===== src/rtl/demux_pkg.sv =====
// rtl/demux_pkg.sv - shared sizes and buffer entry type for the 8-entry write steering block
package demux_pkg;

  localparam int WIDTH_DEF = 32;
  localparam int NREG      = 8;
  localparam int SEL_W     = 3;
  localparam int BE_W      = WIDTH_DEF / 8;

  // One buffered write at the default data width
  typedef struct packed {
    logic [SEL_W-1:0]     sel;
    logic [WIDTH_DEF-1:0] data;
    logic [BE_W-1:0]      be;
    logic                 valid;
  } buf_entry_t;

endpackage


===== src/rtl/demux_32_8_reg_dec_3_8.sv =====
// rtl/demux_32_8_reg_dec_3_8.sv - 3-to-8 one-hot decoder with enable (module dec_3_8)
module dec_3_8
  import demux_pkg::*;
(
  input  logic             en,
  input  logic [SEL_W-1:0] sel,
  output logic [NREG-1:0]  onehot
);

  // Raise exactly one line when enabled, none otherwise
  always_comb begin
    onehot = '0;
    if (en) begin
      onehot[sel] = 1'b1;
    end
  end

endmodule


===== src/rtl/demux_32_8_reg.sv =====
// rtl/demux_32_8_reg.sv - buffered 1-to-8 byte-masked register write steering; REG0_ZERO_EN pins register 0 to zero
module demux_32_8_reg
  import demux_pkg::*;
#(
  parameter int WIDTH = WIDTH_DEF,
  parameter int NREG  = 8
) (
  input  logic               clk,
  input  logic               reset,
  input  logic               wr_valid,
  output logic               wr_ready,
  input  logic [SEL_W-1:0]   wr_sel,
  input  logic [WIDTH-1:0]   wr_data,
  input  logic [WIDTH/8-1:0] wr_be,
  input  logic               stall,
  output logic               busy,
  output logic [WIDTH-1:0]   out0,
  output logic [WIDTH-1:0]   out1,
  output logic [WIDTH-1:0]   out2,
  output logic [WIDTH-1:0]   out3,
  output logic [WIDTH-1:0]   out4,
  output logic [WIDTH-1:0]   out5,
  output logic [WIDTH-1:0]   out6,
  output logic [WIDTH-1:0]   out7
);

  localparam int BE_N = WIDTH / 8;

  // Buffer entry sized by this instance's data width
  typedef struct packed {
    logic [SEL_W-1:0] sel;
    logic [WIDTH-1:0] data;
    logic [BE_N-1:0]  be;
    logic             valid;
  } entry_t;

  entry_t           buf_q, buf_d;
  logic [WIDTH-1:0] regs_q [NREG];
  logic [WIDTH-1:0] regs_d [NREG];
  logic [NREG-1:0]  commit_onehot;
  logic             commit;
  logic             xfer;

  // A buffered write leaves whenever stall is low, so a new one can enter in that same cycle
  assign commit   = buf_q.valid && !stall;
  assign wr_ready = !buf_q.valid || !stall;
  assign xfer     = wr_valid && wr_ready;
  assign busy     = buf_q.valid;

  dec_3_8 u_dec (
    .en     (commit),
    .sel    (buf_q.sel),
    .onehot (commit_onehot)
  );

  // Load on transfer, otherwise drain on commit, otherwise hold
  always_comb begin
    buf_d = buf_q;
    if (xfer) begin
      buf_d.sel   = wr_sel;
      buf_d.data  = wr_data;
      buf_d.be    = wr_be;
      buf_d.valid = 1'b1;
    end else if (commit) begin
      buf_d.valid = 1'b0;
    end
  end

  // Merge enabled bytes of the committing write into its selected register
  always_comb begin
    for (int r = 0; r < NREG; r++) begin
      regs_d[r] = regs_q[r];
      for (int b = 0; b < BE_N; b++) begin
        if (commit_onehot[r] && buf_q.be[b]) begin
          regs_d[r][8*b +: 8] = buf_q.data[8*b +: 8];
        end
      end
    end
`ifdef REG0_ZERO_EN
    regs_d[0] = '0;
`endif
  end

  // Buffer and holding registers; reset drops any pending write
  always_ff @(posedge clk) begin
    if (reset) begin
      buf_q <= '0;
      for (int r = 0; r < NREG; r++) begin
        regs_q[r] <= '0;
      end
    end else begin
      buf_q <= buf_d;
      for (int r = 0; r < NREG; r++) begin
        regs_q[r] <= regs_d[r];
      end
    end
  end

`ifdef REG0_ZERO_EN
  assign out0 = '0;
`else
  assign out0 = regs_q[0];
`endif
  assign out1 = regs_q[1];
  assign out2 = regs_q[2];
  assign out3 = regs_q[3];
  assign out4 = regs_q[4];
  assign out5 = regs_q[5];
  assign out6 = regs_q[6];
  assign out7 = regs_q[7];

endmodule


===== config.mk =====
export PLATFORM = sky130hd
export DESIGN_NAME = demux_32_8_reg
export DESIGN_NICKNAME = d
export VERILOG_FILES = /design/src/rtl/demux_pkg.sv /design/src/rtl/demux_32_8_reg_dec_3_8.sv /design/src/rtl/demux_32_8_reg.sv
export SDC_FILE = /design/constraint.sdc
export NUM_CORES = 1
export LEC_CHECK = 0
export ABC_AREA = 0
export CAP_MARGIN = 20
export CORE_MARGIN = 2
export CORE_UTILIZATION = 30
export CTS_BUF_LIST = sky130_fd_sc_hd__clkbuf_2
export CTS_CLUSTER_SIZE = 12
export DETAILED_ROUTE_END_ITERATION = 10
export PLACE_DENSITY = 0.6
export SKIP_CTS_REPAIR_TIMING = 1
export SLEW_MARGIN = 40
export SYNTH_ARGS = -nofsm -noshare
export SYNTH_HDL_FRONTEND = slang
export SYNTH_HIERARCHICAL = 1
export SYNTH_SLANG_ARGS = --single-unit

===== constraint.sdc =====
create_clock -name clk -period 2.9 [get_ports clk]
set_input_delay 0.58 -clock clk [delete_from_list [all_inputs] [get_ports clk]]
set_output_delay 0.58 -clock clk [all_outputs]
set_load 0.1 [all_outputs]

==> results of run 1 <==
[cell type report]
class | count | area, um^2
tap | 546 | 683
clock buffer | 130 | 651
sequential | 296 | 5940
timing repair buffer | 331 | 2870
multi-input combinational | 898 | 6150
antenna | 2 | 5.00
clock inverter | 15 | 58.8
fill | 4366 | 26400
[synthesized netlist by cell type]
cell type,count
nand2_1,1
nor2b_1,1
and4_2,1
nor2_1,1
buf_1,6
nand3_1,256
a21oi_1,257
buf_2,110
a21bo_2,256
a21boi_2,1
mux2i_1,39
and4b_2,3
nand2b_1,78
nor4b_2,1
clkbuf_1,57
buf_4,10
and4bb_2,3
buf_6,2
dfxtp_1,296
[through the flow]
stage                     instance area (um^2)  hold slack [ns]  setup slack [ns]  instances
final                                    16400            0.193             0.648       2218
after global routing                     16400           0.0923             0.497       2218
after CTS                                16300          -0.0702             0.494       2215
after detailed placement                 15600            0.565             0.325       2070
after global placement                   15600            0.561             0.394       2070
after floorplan                          12900            0.515             0.474       1379
[flip-flops by register name (all words and copies together) (netlist names)]
| signal | flops |
|---|---|
| regs_q | 256 |
| busy | 1 |
| buf_q | 39 |
[placed cells by master, fill, tap and decap left out, drive strengths merged]
cell type / count
dlygate4sd3: 1
and4bb: 3
and4: 1
nor4b: 1
buf: 289
a21bo: 256
dfxtp: 296
clkinv: 15
and4b: 3
nand2b: 78
a21boi: 1
nor2b: 1
mux2i: 39
diode: 2
nor2: 1
a21oi: 257
clkbuf: 130
nand3: 256
clkdlybuf4s50: 41
nand2: 1
[power breakdown]
| part | internal, uW | switching, uW | leakage (uW) |
|---|---|---|---|
| Combinational | 174 | 264 | 0.00364 |
| Sequential | 4100 | 181 | 0.00239 |
| Clock | 1170 | 1800 | 0.000568 |
| Total | 5440 | 2250 | 0.00660 |
[final timing paths]
check | start | endpoint | slack, ns | cells after the start
setup / recovery | busy | busy | 0.65 | 1
hold / removal | wr_data[6] | buf_q[11] | 0.19 | 3
setup reg to reg | busy | regs_q[1][26] | 0.99 | 5
hold reg to reg | regs_q[1][86] | regs_q[1][86] | 0.57 | 2
[routing by layer]
metal  part of all wire, %  wire, um  vias up  GRT usage (%)
li1                      -         -     5372              -
met2                    48     19000      319           28.5
met4                   2.3       905        2           6.48
met1                    42     16800     5134           20.4
met3                   8.2      3270       64           6.53
met5                 0.040        16        -              0
[cells by family (layout without fill, tap and decap cells)]
logic type / Yosys count / count (layout) / share of synthesized area (%)
buffers and inverters: 185 / 476 / 6.84
flip-flops: 296 / 296 / 45.8
AO/OA/AOI/OAI: 514 / 514 / 29.8
other: 0 / 2 / 0
AND/OR/NAND/NOR: 345 / 345 / 14.5
multiplexers: 39 / 39 / 3.02
==> results.sh, run 1 <==
export IMPL_hold_viol=0
export IMPL_timing_setup_tns_ns=0
export IMPL_utilization_pct=38.2
export IMPL_antenna_found_initial=2
export IMPL_critPathMaxStageDelay_ns=0.43
export IMPL_grt_max_degree=74
export IMPL_max_freq_mhz=444
export IMPL_nets=1656
export IMPL_crit_buf_inv=1
export IMPL_min_delay_path_class="input pin to flop"
export IMPL_postSynthCellCount=1379
export IMPL_cp_arrival_ns=1.67
export IMPL_hpwl_um=25700
export IMPL_yosys_top_cells_area="dfxtp_1, a21bo_2, a21oi_1, nand3_1, buf_2"
export IMPL_start_util_pct=30.2
export IMPL_num_rows=76
export IMPL_crit_family="flip-flops"
export IMPL_grt_usage_pct=17.3
export IMPL_leakagePower_uw=0.00660
export IMPL_max_cap_viol_count=0
export IMPL_die_w_um=212
export IMPL_yosys_warnings=6
export IMPL_p_per_area_mw_per_mm2=470
export IMPL_cts_made_buffers=86
export IMPL_critical_path_required_ns=2.32
export IMPL_drtIter0Drc=603
export IMPL_synth_area_per_cell_um2=9.38
export IMPL_num_io_pins=301
export IMPL_path_class="flop to primary output"
export IMPL_netlist_area_mm2=0.0129
export IMPL_drive_gt1_share_pct=41.3
export IMPL_yosysSeqAreaShare_pct=45.8
export IMPL_setup_viol=0
export IMPL_rsz0062_at_grt="false"
export IMPL_fin_worst_skew_ns=0.0453
export IMPL_via_per_inst=4.91
export IMPL_path_cells="buf_4"
export IMPL_area_growth_pct=26.4
export IMPL_fin_crit_sh_pct=77.7
export IMPL_die_area_mm2=0.0448
export IMPL_critPathCaptureType="primary output"
export IMPL_io_buffers=300
export IMPL_crit_slowest_cell="dfxtp_1"
export IMPL_first_global_vias=10100
export IMPL_drcViolationCount=0
export IMPL_gp_congestion=0.804
export IMPL_drtPass1Iterations=5
export IMPL_cts_sinks=296
export IMPL_fin_crit_ns=2.25
export IMPL_start_kind="flop"
export IMPL_synth_top_area_share_pct=45.8
export IMPL_grt_overflow_total=0
export IMPL_cts_root_buf="clkbuf_2"
export IMPL_ys_seq_elements=296
export IMPL_syn_nets=1422
export IMPL_wl_per_cell_um=18.0
export IMPL_ant_nets=0
export IMPL_drv_slew=0
export IMPL_yosysUniqueCellTypes=19
export IMPL_path_max_fanout=5
export IMPL_clk_pin_slew_worst_paths_ns=0.09
export IMPL_htree_levels=3
export IMPL_yosysTopAreaCell="dfxtp_1"
export IMPL_cts_tree="done"
export IMPL_ir_drop_mv=0.250
export IMPL_grt_pass1_wl_um=59800
export IMPL_finalPower_uw=7680
export IMPL_relSlewSlack_pct=53.6
export IMPL_insertion_delay_ns=0.95
export IMPL_wl_um=40000
export IMPL_worst_slew_pin_slew_ns=0.696
export IMPL_vias=10900
export IMPL_clk_path_buf_depth=3
export IMPL_die_h_um=212
export IMPL_status="finished clean"
export IMPL_fp_coreArea_mm2=0.0428
(Power assumes the default switching activity.)
==> run 2, diff against run 1 <==
--- a/config.mk
+++ b/config.mk
@@ -12,7 +12,7 @@
 export CTS_BUF_LIST = sky130_fd_sc_hd__clkbuf_2
 export CTS_CLUSTER_SIZE = 12
 export DETAILED_ROUTE_END_ITERATION = 10
-export PLACE_DENSITY = 0.6
+export PLACE_DENSITY = 0.61
 export SKIP_CTS_REPAIR_TIMING = 1
 export SLEW_MARGIN = 40
 export SYNTH_ARGS = -nofsm -noshare
==> constraint.sdc (replaced) <==
create_clock -name clk -period 1.9 [get_ports clk]
set_input_delay 0.38 -clock clk [delete_from_list [all_inputs] [get_ports clk]]
set_output_delay 0.38 -clock clk [all_outputs]
set_load 0.1 [all_outputs]
==> results.sh, run 2 (same netlist as run 1, synthesis figures left out) <==
export IMPL_status="finished with violations"
export IMPL_violations="negative setup slack"
export IMPL_fin_worst_skew_ns=0.0631
export IMPL_max_freq_mhz=495
export IMPL_htree_levels=3
export IMPL_wl_met1_um=17100
export IMPL_wl_per_cell_um=19.1
export IMPL_first_global_vias=10500
export IMPL_p_per_area_mw_per_mm2=591
export IMPL_clk_pin_slew_worst_paths_ns=0.10
export IMPL_critPathCaptureType="primary output"
export IMPL_grt_pass1_wl_um=60900
export IMPL_ant_nets=0
export IMPL_relSlewSlack_pct=58.9
export IMPL_path_cells="nand2_4 -> buf_12"
export IMPL_io_buffers=300
export IMPL_leakagePower_uw=0.00784
export IMPL_top_register="regs_q"
export IMPL_dp_worst_setup_slack_ns=-0.272
export IMPL_cp_arrival_ns=1.64
export IMPL_cts_tree="done"
export IMPL_crit_slowest_cell="dfxtp_4"
export IMPL_rr_startpoint="busy"
export IMPL_die_h_um=212
export IMPL_pwr_share_comb_pct=7.0
export IMPL_setup_viol=206
export IMPL_fp_coreArea_mm2=0.0428
export IMPL_holdPathEnd="busy"
export IMPL_p_clk_share_pct=40.4
export IMPL_critical_path_required_ns=1.52
export IMPL_num_rows=76
export IMPL_drtPass1Iterations=5
export IMPL_critPathMaxStageDelay_ns=0.40
export IMPL_crit_buf_inv=1
export IMPL_p_int_uw=8760
export IMPL_ir_drop_mv=0.421
export IMPL_die_w_um=212
export IMPL_drcViolationCount=0
export IMPL_num_io_pins=301
export IMPL_min_delay_start="stall"
export IMPL_drv_slew=0
export IMPL_maxUsedRoutingLayer="met4"
export IMPL_grt_overflow_total=0
export IMPL_wl_um=43700
export IMPL_wl_met3_um=3280
export IMPL_largest_reg_flops=256
export IMPL_rr_endpoint="regs_q[1][25]"
export IMPL_rr_worst_depth=7
export IMPL_hold_viol=0
export IMPL_finalPower_uw=12300
export IMPL_most_common_layout_cells="buf_12, a21oi_1, nand3_1, a21bo_2, dfxtp_2"
export IMPL_hpwl_um=27500
export IMPL_rsz0062_at_grt="true"
export IMPL_whs_path_depth=3
export IMPL_start_util_pct=30.2
export IMPL_drive_gt1_share_pct=56.6
export IMPL_nets=1732
export IMPL_utilization_pct=48.6
export IMPL_path_max_fanout=4
export IMPL_max_cap_viol_count=0
export IMPL_drtIter0Drc=753
export IMPL_routed_wl_met2_um=22300
export IMPL_p_switching_uw=3530
export IMPL_fin_crit_ns=2.02
export IMPL_clk_path_buf_depth=3
export IMPL_insertion_delay_ns=1.02
export IMPL_cts_root_buf="clkbuf_2"
export IMPL_min_delay_path_class="input pin to flop"
export IMPL_cts_sinks=296
export IMPL_fin_crit_sh_pct=106
export IMPL_area_growth_pct=60.8
export IMPL_grt_max_degree=59
export IMPL_pwr_share_seq_pct=52.6
export IMPL_die_area_mm2=0.0448
export IMPL_grt_usage_pct=17.7
export IMPL_cts_made_buffers=85
export IMPL_worst_slew_pin_slew_ns=0.616
export IMPL_vias=11500
export IMPL_gp_congestion=0.795
export IMPL_path_class="flop to primary output"
export IMPL_start_kind="flop"
export IMPL_worst_slack_ns=-0.122
export IMPL_crit_family="flip-flops"
export IMPL_via_per_inst=5.03
export IMPL_swShare_pct=28.7
export IMPL_antenna_found_initial=1
export IMPL_final_common_cell="buf_12"
export IMPL_reg2reg_setup_slack_ns=0.05
-- run 2: stage by stage --
stage | std cells | hold WS, ns | cell area [um^2] | setup TNS (ns)
floorplan | 1379 | 0.496 | 12900 | 0
global placement | 2105 | 0.538 | 16200 | -55.17
detailed placement | 2105 | 0.557 | 16200 | -55.65
CTS | 2250 | -0.405 | 17000 | -77.31
global route | 2294 | 0.0735 | 20800 | -43.12
finish | 2294 | 0.196 | 20800 | -5.64
-- run 2: how the worst max path moves through the flow --
stage                             start             end  slack [ns]  cells past startpoint
after floorplan                    busy    regs_q[0][0]        0.12                      6
after global placement            stall   regs_q[1][28]       -0.27                      7
after detailed placement          stall  regs_q[0][105]       -0.27                      7
after CTS                 regs_q[0][21]        out0[21]       -0.37                      1
after global routing               busy        wr_ready       -0.27                      2
final                              busy        wr_ready       -0.12                      2
-- run 2: power by group through the flow --
stage	logic (uW)	registers, uW	clock network, uW
3_3_place_gp	766	6660	0
2_1_floorplan	577	6460	0
5_1_grt	920	6490	5480
6_report	859	6470	4960
4_1_cts	776	6520	5180
3_5_place_dp	773	6660	0
-- run 2: routing by layer --
layer	up-vias	global-route usage (%)
met2	380	29.9
met1	5573	20.6
met5	-	0
met4	0	6.65
li1	5526	-
met3	65	6.11
-- run 2: worst reg2reg max path, cell delays in order, from the launching register on --
cell	delay, ns
dfxtp_4	0.38
buf_4	0.15
nor2b_1	0.13
buf_4	0.17
and4bb_2	0.25
buf_12	0.17
a21bo_2	0.36
a21oi_1	0.14
-- run 2: final cells by class --
class | instances | area [um^2]
Clock inverter | 19 | 161
Antenna cell | 1 | 2.50
Clock buffer | 126 | 631
Sequential cell | 296 | 6330
Fill cell | 3783 | 22000
Timing Repair Buffer | 408 | 6840
Tap cell | 546 | 683
Multi-Input combinational cell | 898 | 6160
